## config.mk

```make
export PLATFORM = sky130hd
export DESIGN_NAME = pipelined_adder
export DESIGN_NICKNAME = d
export VERILOG_FILES = /design/src/rtl/pipelined_adder_pkg.sv /design/src/rtl/pipelined_adder_chunk.sv /design/src/rtl/pipelined_adder.sv
export SDC_FILE = /design/constraint.sdc
export NUM_CORES = 1
export LEC_CHECK = 0
export BUFFER_PORTS_ARGS = -buffer_cell sky130_fd_sc_hd__clkbuf_2
export CAP_MARGIN = 20
export CELL_PAD_IN_SITES_DETAIL_PLACEMENT = 1
export CELL_PAD_IN_SITES_GLOBAL_PLACEMENT = 2
export CORE_MARGIN = 3
export CORE_UTILIZATION = 45
export CTS_BUF_LIST = sky130_fd_sc_hd__clkbuf_2
export DETAILED_ROUTE_END_ITERATION = 16
export GPL_TIMING_DRIVEN = 0
export PLACE_DENSITY = 0.86
export SYNTH_ARGS = -nofsm -noshare
export SYNTH_HDL_FRONTEND = slang
export SYNTH_SLANG_ARGS = --single-unit
```

## constraint.sdc

```tcl
create_clock -name clk -period 8.8 [get_ports clk]
set_input_delay 0.88 -clock clk [delete_from_list [all_inputs] [get_ports clk]]
set_output_delay 0.88 -clock clk [all_outputs]
set_load 0.05 [all_outputs]
```

## src/rtl/pipelined_adder_pkg.sv

```systemverilog
// pipelined_adder_pkg
//   Shared helpers for the pipelined adder: chunk-width derivation, the
//   configuration legality check, the single-bit full adder the chunk
//   adder is built from, and the control half of a pipeline stage
//   register.
//
//   The data half of the stage register depends on WIDTH. A package
//   cannot see module parameters, so that part of the struct is declared
//   inside pipelined_adder. It wraps stage_flags_t.
package pipelined_adder_pkg;

    // Width of the slice of the operands that each pipeline stage resolves.
    function automatic int chunk_width(input int width, input int stages);
        return (stages > 0) ? (width / stages) : width;
    endfunction

    // The operands must split into STAGES equal, non-empty chunks.
    function automatic bit cfg_ok(input int width, input int stages);
        return (stages >= 1) && (width >= stages) && ((width % stages) == 0);
    endfunction

    // Single-bit full adder. Result is {carry_out, sum}.
    function automatic logic [1:0] full_add(input logic x, input logic y, input logic ci);
        return {(x & y) | (ci & (x ^ y)), x ^ y ^ ci};
    endfunction

    // Control part of a stage register.
    //   valid : slot carries a real operation (bubbles travel with valid=0)
    //   carry : carry out of the highest chunk resolved so far
    //   ovf   : signed overflow, as if the highest chunk resolved so far
    //           were the MSB chunk. Only the last stage's value is the
    //           true overflow of the full-width result.
    typedef struct packed {
        logic valid;
        logic carry;
        logic ovf;
    } stage_flags_t;

endpackage

```

## src/rtl/pipelined_adder_chunk.sv

```systemverilog
// adder_chunk
//   Combinational CW-bit ripple-carry adder built from single-bit full
//   adders. One instance sits in front of each pipeline stage register.
//
//   Ports:
//     a_i, b_i  : CW-bit operand chunks (b_i is already inverted for subtraction)
//     c_i       : carry into bit 0 of the chunk
//     s_o       : CW-bit sum chunk
//     c_o       : carry out of the chunk MSB
//     c_msb_o   : carry into the chunk MSB; c_o ^ c_msb_o is the signed
//                 overflow when this chunk holds the word MSB
module adder_chunk
    import pipelined_adder_pkg::*;
#(
    parameter int CW = 4
) (
    input  logic [CW-1:0] a_i,
    input  logic [CW-1:0] b_i,
    input  logic          c_i,
    output logic [CW-1:0] s_o,
    output logic          c_o,
    output logic          c_msb_o
);

    always_comb begin
        logic [1:0] fa;
        logic       cy;
        fa      = '0;
        cy      = c_i;
        s_o     = '0;
        c_msb_o = 1'b0;
        for (int i = 0; i < CW; i++) begin
            if (i == CW - 1) begin
                c_msb_o = cy;
            end
            fa     = full_add(a_i[i], b_i[i], cy);
            s_o[i] = fa[0];
            cy     = fa[1];
        end
        c_o = cy;
    end

endmodule

```

## src/rtl/pipelined_adder.sv

```systemverilog
// pipelined_adder
//   WIDTH-bit adder/subtractor split into STAGES equal chunks. Each clock
//   resolves one chunk, and the carry is registered between stages. One
//   operation per cycle is sustained. A single global stall freezes the
//   whole pipe while the output is held.
//
//   Ports:
//     clk, rst            : clock (rising edge), asynchronous active-high reset
//     in_valid / in_ready : input handshake; in_ready = !out_valid || out_ready
//     a, b                : WIDTH-bit operands
//     cin                 : carry-in for addition (ignored when sub=1)
//     sub                 : 0 -> a + b + cin, 1 -> a - b (a + ~b + 1)
//     out_valid/out_ready : output handshake
//     sum                 : result modulo 2^WIDTH
//     cout                : carry out of the MSB (for sub: 1 = no borrow)
//     ovf                 : signed two's-complement overflow
//
//   Latency: an operation accepted at edge n is presented after edge
//   n + STAGES - 1.
module pipelined_adder
    import pipelined_adder_pkg::*;
#(
    parameter int WIDTH  = 16,
    parameter int STAGES = 4
) (
    input  logic             clk,
    input  logic             rst,
    input  logic             in_valid,
    output logic             in_ready,
    input  logic [WIDTH-1:0] a,
    input  logic [WIDTH-1:0] b,
    input  logic             cin,
    input  logic             sub,
    output logic             out_valid,
    input  logic             out_ready,
    output logic [WIDTH-1:0] sum,
    output logic             cout,
    output logic             ovf
);

    localparam int CW = chunk_width(WIDTH, STAGES);

    if (!cfg_ok(WIDTH, STAGES)) begin : g_cfg_check
        $error("pipelined_adder: WIDTH (%0d) must be a positive multiple of STAGES (%0d)",
               WIDTH, STAGES);
    end

    // acc holds the completed sum chunks below the current stage and the
    // untouched operand-A chunks above it. Each stage overwrites its own
    // chunk in place. bop is the effective B (already inverted for sub).
    typedef struct packed {
        stage_flags_t     f;
        logic [WIDTH-1:0] acc;
        logic [WIDTH-1:0] bop;
    } stage_t;

    stage_t st_q [STAGES];
    stage_t st_d [STAGES];
    stage_t cap;
    logic   advance;

    // The whole pipe moves together. The only place a result can wait is
    // the last stage, so the pipe stalls only when that slot is held.
    assign advance  = !st_q[STAGES-1].f.valid || out_ready;
    assign in_ready = advance;

    // Subtraction is folded in at capture: invert B and force carry-in to 1.
    // After this point the stages never see sub.
    always_comb begin
        cap             = '0;
        cap.f.valid     = in_valid;
        cap.f.carry     = sub | cin;
        cap.acc         = a;
        cap.bop         = sub ? ~b : b;
    end

    for (genvar k = 0; k < STAGES; k++) begin : g_stage
        stage_t        prev;
        stage_t        nxt;
        logic [CW-1:0] s_chunk;
        logic          c_chunk;
        logic          c_msb;

        if (k == 0) begin : g_first
            assign prev = cap;
        end else begin : g_next
            assign prev = st_q[k-1];
        end

        adder_chunk #(
            .CW(CW)
        ) u_chunk (
            .a_i    (prev.acc[k*CW +: CW]),
            .b_i    (prev.bop[k*CW +: CW]),
            .c_i    (prev.f.carry),
            .s_o    (s_chunk),
            .c_o    (c_chunk),
            .c_msb_o(c_msb)
        );

        // Carry-in and carry-out of the MSB differ exactly when both
        // operand MSBs agree and the sum MSB does not. This is the usual
        // signed-overflow condition.
        always_comb begin
            nxt                    = prev;
            nxt.acc[k*CW +: CW]    = s_chunk;
            nxt.f.carry            = c_chunk;
            nxt.f.ovf              = c_chunk ^ c_msb;
        end

        assign st_d[k] = nxt;
    end

    // ---- stage registers: all load together on advance, all hold on stall ----
    always_ff @(posedge clk or posedge rst) begin
        if (rst) begin
            for (int k = 0; k < STAGES; k++) begin
                st_q[k] <= '0;
            end
        end else if (advance) begin
            for (int k = 0; k < STAGES; k++) begin
                st_q[k] <= st_d[k];
            end
        end
    end

    assign out_valid = st_q[STAGES-1].f.valid;
    assign sum       = st_q[STAGES-1].acc;
    assign cout      = st_q[STAGES-1].f.carry;
    assign ovf       = st_q[STAGES-1].f.ovf;

endmodule

```

==> results of run 1 <==
-- metrics by stage --
stage	std cells	hold WS [ns]	cell area [sq um]	setup slack, ns	util [%]
2_1_floorplan	280	0.430	4230	5.39	-
3_3_place_gp	444	0.444	4640	4.29	51.9
3_5_place_dp	445	0.454	4670	5.21	52.3
4_1_cts	460	0.391	4800	5.81	53.8
5_1_grt	460	0.404	4800	5.74	53.8
6_report	460	0.402	4800	5.82	53.8
-- routing by layer --
metal	vias up	GRT usage [%]	share of wire, %
met1	1230	24.2	46
met4	0	5.08	0.81
li1	1059	-	-
met5	-	0	0
met3	5	2.57	3.3
met2	42	28.2	50
-- layout by cell type (no fill, tap or decap), drive strengths merged --
cell	instances
mux2i	3
fa	16
xnor2	5
clkinvlp	1
bufinv	2
nor3b	10
clkbuf	68
or2	1
a21oi	10
buf	14
clkinv	2
xor2	12
dfrtp	97
mux2	83
inv	26
nand2b	2
-- how the worst min path moves through the flow --
stage | cells past startpoint | end
floorplan | 1 | out_valid
finish | 2 | sum[3]
CTS | 2 | sum[3]
global placement | 1 | out_valid
global route | 2 | sum[3]
detailed placement | 1 | out_valid
-- power by group --
part           leakage (nW)  switching [mW]  internal [mW]  total (mW)
registers              1.12           0.114          0.644       0.759
logic                  1.03           0.411          0.331       0.743
clock network        0.0780           0.143         0.0937       0.237
-- area by class of cell --
cell class                      count  area, sq um  area share [%]
Buffer                             15          100            2.08
Inverter                           26          100            2.08
Timing Repair Buffer               57          308            6.41
Clock buffer                       10         50.0            1.04
Tap cell                          108          135            2.81
Clock inverter                      5         81.3            1.69
Sequential cell                    97         2430            50.5
Multi-Input combinational cell    142         1600            33.3
-- logic make-up after synthesis --
logic type	count (synthesis)	share of synthesized area, %
simple gates	13	2.40
flops	97	57.4
compound gates	10	1.18
buf+inv	41	4.68
fa+ha+maj	16	7.58
xor+xnor	17	3.52
mux	86	23.2
-- worst register-to-register path, cell delays in order (launching register included) --
cell	delay, ns
dfrtp_1	0.47
fa_1	0.19
inv_1	0.05
fa_1	0.35
inv_1	0.08
fa_1	0.21
inv_1	0.07
fa_1	0.40
xnor2_1	0.15
mux2_2	0.26
-- sequential cells by signal, summed over array words and instances (netlist names) --
name / cells
g_stage.prev: 15
cout: 1
g_stage.nxt: 63
sum: 16
out_valid: 1
ovf: 1
==> results.yml, run 1 <==
run_status:
  status: "finished clean"
clocking:
  cts_tree: "built"
  cts_max_level: 3
  clockRootBuffer: "clkbuf_2"
  clock_sinks: 97
  clk_pin_slew_worst_paths_ns: 0.26
  postCtsSetupBuffers: 0
  clockBufferDepth: 2
  cts_hold_buffers: 0
  clkLatencyLatePin_ns: 0.52
  cts_resized: 0
  cts_buffers: 9
routing:
  wl_per_cell_um: 17.9
  routed_wl_um: 8250
  ant_nets: 0
  route.detailed.drc: 0
  viasPerCell: 5.08
  vias: 2336
  drt_iter0_drc: 32
  dr.pass1.iters: 4
setup_path:
  cp-start-kind: "input port"
  cp-startpoint: "sub"
  cp.depth: 10
  rrSetupSlack_ns: 6.49
  path_class: "in -> reg"
  max_stage_delay_ns: 0.41
  r2r_cells: 9
  r2r_end: "ovf"
  critPathRequiredTime_ns: 9.23
  reg2reg_from: "g_stage[3].nxt[12]"
  crit_path_end: "g_stage[1].nxt[19]"
  cp_slowest_cell: "fa_1"
  crit_buf_inv: 4
  critPathMaxFanout: 10
  worstPathArrival_ns: 3.40
  crit_top_cell: "fa_1"
  critical_path.top_delay_family: "adder cells"
  worst_setup_path_end_kind: "register"
  crit_path_cell_trace: "buf_2, buf_4, xor2_1, fa_1, inv_1, fa_1, fa_1, inv_1, fa_1, mux2_4"
global_route:
  antenna_found_initial: 0
  grt_pass1_wl_um: 13700
  first_global_vias: 2669
  grt_overflow_total: 0
  grt_max_degree: 52
  grt_usage_pct: 17.3
timing:
  max_slew_margin_pct: 56.9
  fin_skew_ns: 0.0287
  drv_slew: 0
  final.setup.tns_ns: 0
  fin_crit_ns: 2.98
  worst_pin_slew_ns: 0.647
  clock.fmax_mhz: 336
  hold_viol: 0
  grt_setup_unrepaired: "false"
  setup_viol: 0
  fin_crit_sh_pct: 33.8
yosys:
  synth-edff-count: 0
  synth_cell_types: 17
  syn_nets: 334
  ys_warn_count: 0
  synth_common_cells: "dfrtp_1 (97), mux2_2 (79), inv_1 (26), fa_1 (16), xor2_1 (12)"
  netlist_top_cells_area: "dfrtp_1 (57%), mux2_2 (21%), fa_1 (7.6%)"
  synth.most_common_cell: "dfrtp_1"
  ys_seq_area_share_pct: 57.4
  synthFlopType: "dfrtp_1"
  synth.top_cell.area_share_pct: 57.4
  synth_cells: 280
  syn_avg_cell_area_sq_um: 15.1
  syn_area_sq_mm: 0.00423
  async_reset_ff_share_pct: 100
  ys_seq_elements: 97
  yosys.area.top_type: "dfrtp_1"
layout:
  layout-drive-gt1-share_pct: 48.6
  n_antenna_cell: 0
  final_nets: 402
  fillCellCount: 911
  syn2layout_area_growth_pct: 13.7
flow_run:
  maxCapViolations: 0
pwr:
  peakVddDrop_uv: 245
  p_per_area_mw_per_mm2: 362
  power.leakage_nw: 2.23
  total_power_mw: 1.74
die:
  dieArea_sq_mm: 0.0106
  core_area_sq_mm: 0.00893
  std_cell_rows: 34
  initial_core_util_pct: 47.3
  io-pin-count: 58
  dieWidth_um: 103
  die_y_um: 103
place:
  routabilityCongestion: 0.717
  dpl.hpwl_um: 5980
  io_buffers: 56
worst_hold_path:
  holdCritPathClass: "in -> async"
Note: power is estimated with default switching activity, not from simulation.
==> inputs of run 2 (changes only) <==
--- a/config.mk
+++ b/config.mk
@@ -5,16 +5,17 @@
 export SDC_FILE = /design/constraint.sdc
 export NUM_CORES = 1
 export LEC_CHECK = 0
+export ABC_AREA = 1
 export BUFFER_PORTS_ARGS = -buffer_cell sky130_fd_sc_hd__clkbuf_2
 export CAP_MARGIN = 20
 export CELL_PAD_IN_SITES_DETAIL_PLACEMENT = 1
 export CELL_PAD_IN_SITES_GLOBAL_PLACEMENT = 2
 export CORE_MARGIN = 3
-export CORE_UTILIZATION = 45
+export CORE_UTILIZATION = 33
 export CTS_BUF_LIST = sky130_fd_sc_hd__clkbuf_2
 export DETAILED_ROUTE_END_ITERATION = 16
 export GPL_TIMING_DRIVEN = 0
-export PLACE_DENSITY = 0.86
+export PLACE_DENSITY = 0.78
 export SYNTH_ARGS = -nofsm -noshare
 export SYNTH_HDL_FRONTEND = slang
 export SYNTH_SLANG_ARGS = --single-unit
==> constraint.sdc (replaced) <==
create_clock -name clk -period 2.64 [get_ports clk]
set_input_delay 0.264 -clock clk [delete_from_list [all_inputs] [get_ports clk]]
set_output_delay 0.264 -clock clk [all_outputs]
set_load 0.05 [all_outputs]
==> run 2 against run 1 <==
Effect of this change: clock-buffer cell count unchanged; cell count increased by 59%; via count up 37%; flip-flop and latch count is the same; sequential power grew to 3.3 times the previous value; clock power increased to 3.0 times the previous value; design area is 6.6% higher; first-iteration DRC count increased to 3.2 times the previous value; core utilization decreased by 12 points; power grew to 3.2 times the previous value; critical endpoint is now sum[15]; largest power group unchanged.
==> results.yml, run 2 <==
die:
  dieArea_sq_mm: 0.0142
  die_y_um: 119
  core_area_sq_mm: 0.0123
  dieWidth_um: 119
  std_cell_rows: 40
  initial_core_util_pct: 34.4
  io-pin-count: 58
yosys:
  netlist_top_cells_area: "dfrtp_1 (58%), nand2_1 (17%), fa_1 (7.6%)"
  synthFlopType: "dfrtp_1"
  ys_seq_area_share_pct: 57.6
  synth.top_cell.area_share_pct: 57.6
  yosys.area.top_type: "dfrtp_1"
  syn_area_sq_mm: 0.00421
  synth-edff-count: 0
  synth.most_common_cell: "nand2_1"
  synth_common_cells: "nand2_1 (192), dfrtp_1 (97), inv_1 (58), o21ai_0 (55), fa_1 (16)"
  async_reset_ff_share_pct: 100
  syn_nets: 516
  ys_seq_elements: 97
  synth_cell_types: 15
  ys_warn_count: 0
  syn_avg_cell_area_sq_um: 9.12
  synth_cells: 462
timing:
  final.setup.tns_ns: 0
  drv_slew: 0
  max_slew_margin_pct: 50.0
  clock.fmax_mhz: 429
  fin_crit_ns: 2.33
  fin_crit_sh_pct: 88.3
  setup_viol: 0
  fin_skew_ns: 0.0264
  worst_pin_slew_ns: 0.749
  grt_setup_unrepaired: "false"
  hold_ws_ns: 0.0710
  hold_viol: 0
worst_hold_path:
  hold_start: "sub"
  hold-path-endpoint: "g_stage[1].nxt[12]"
  hold_path_depth: 4
  holdCritPathClass: "in -> reg"
global_route:
  grt_pass1_wl_um: 17600
  antenna_found_initial: 0
  grt_usage_pct: 15.5
  grt_max_degree: 34
  grt_overflow_total: 0
  first_global_vias: 3543
layout:
  final_nets: 611
  layout-drive-gt1-share_pct: 17.1
  n_antenna_cell: 0
  syn2layout_area_growth_pct: 21.4
  largest_reg_flops: 63
  fin_cells: 730
  fillCellCount: 1445
  final_cell_mix: "nand2_1 (192), dfrtp_1 (97), clkbuf_2 (66)"
  finish.utilization_pct: 41.7
  final_common_cell: "nand2_1"
routing:
  drt_iter0_drc: 103
  wl_met1_um: 4840
  dr.pass1.iters: 4
  wl_met3_um: 265
  met2_wirelength_um: 4930
  viasPerCell: 4.39
  highest_layer: "met4"
  wl_per_cell_um: 14.0
  route.detailed.drc: 0
  vias: 3205
  routed_wl_um: 10200
  ant_nets: 0
clocking:
  clockBufferDepth: 2
  cts_resized: 0
  clk_pin_slew_worst_paths_ns: 0.25
  clkLatencyLatePin_ns: 0.55
  cts_max_level: 3
  cts_tree: "built"
  clock_sinks: 97
  cts_buffers: 9
  clockRootBuffer: "clkbuf_2"
  postCtsSetupBuffers: 0
setup_path:
  rrSetupSlack_ns: 0.31
  worst_setup_path_end_kind: "register"
  cp_slowest_cell: "dfrtp_1"
  critical_path.top_delay_family: "adder cells"
  path_class: "reg -> reg"
  crit_path_cell_trace: "fa_1, inv_1, fa_1, inv_1, fa_1, inv_1, fa_1, o21ai_0"
  max_stage_delay_ns: 0.46
  cp-start-kind: "register"
  r2r_end: "sum[15]"
  r2r_cells: 8
  crit_buf_inv: 3
  critPathMaxFanout: 2
  crit_top_cell: "fa_1"
  critPathRequiredTime_ns: 3.11
  cp.depth: 8
  reg2reg_from: "g_stage[3].prev[28]"
  worstPathArrival_ns: 2.80
place:
  routabilityCongestion: 0.755
  dp_cells: 688
  io_buffers: 56
  dpl.hpwl_um: 7630
pwr:
  total_power_mw: 5.56
  p_per_area_mw_per_mm2: 1090
  power.leakage_nw: 2.70
  peakVddDrop_uv: 325
run_status:
  status: "finished clean"
flow_run:
  maxCapViolations: 0
-- run 2: routing by layer --
layer	vias to the layer above	track usage [%]
li1	1573	-
met1	1572	20.5
met2	51	26.4
met3	9	1.95
met4	0	5.21
met5	-	0
-- run 2: kinds of logic after synthesis --
kind of cell               after synthesis  share of synthesized area, %
and+or+nand+nor                        208                          19.2
DFF                                     97                          57.6
buffers and inverters                   82                          8.22
AOI/OAI and AO/OA                       55                          6.53
adders and majority gates               16                          7.60
xor gates and xnor gates                 4                         0.832
-- run 2: stage by stage --
stage	instance area [sq um]	worst slack (ns)
2_1_floorplan	4220	0.177
3_3_place_gp	4710	-0.00277
3_5_place_dp	4750	-0.106
4_1_cts	5120	0.293
5_1_grt	5120	0.167
6_report	5120	0.310
-- run 2: tightest hold or removal path, stage by stage --
cell	delay, ns
buf_2	0.17
nand2_1	0.07
nand3_1	0.08
nand2_1	0.05
-- run 2: area by class of cell --
class | count | area, sq um | area share [%]
well taps | 168 | 210 | 4.11
plain buffers | 23 | 125 | 2.44
clock inverters | 6 | 58.8 | 1.15
flip-flops and latches | 97 | 2430 | 47.4
inverters | 59 | 225 | 4.40
clock buffers | 10 | 50.0 | 0.978
multi-input cells | 283 | 1440 | 28.1
repair buffers | 84 | 581 | 11.3
-- run 2: how the worst max path moves through the flow --
stage	slack, ns	end	start
global route	0.17	sum[15]	g_stage[3].prev[28]
finish	0.31	sum[15]	g_stage[3].prev[28]
floorplan	0.18	g_stage[1].nxt[19]	sub
detailed placement	-0.11	g_stage[1].nxt[19]	sub
global placement	-0.003	g_stage[1].nxt[19]	sub
CTS	0.29	sum[15]	g_stage[3].prev[28]
-- run 2: timing repair --
action                                 4_1_cts  5_1_grt
endpoints found under the hold margin       57        0
hold buffers                                26        0
setup endpoints to repair                    0        0
-- run 2: where the power goes --
group | switching, mW | leakage [nW] | internal, mW
clock network | 0.495 | 0.0670 | 0.216
logic | 1.64 | 1.46 | 0.749
registers | 0.332 | 1.17 | 2.13
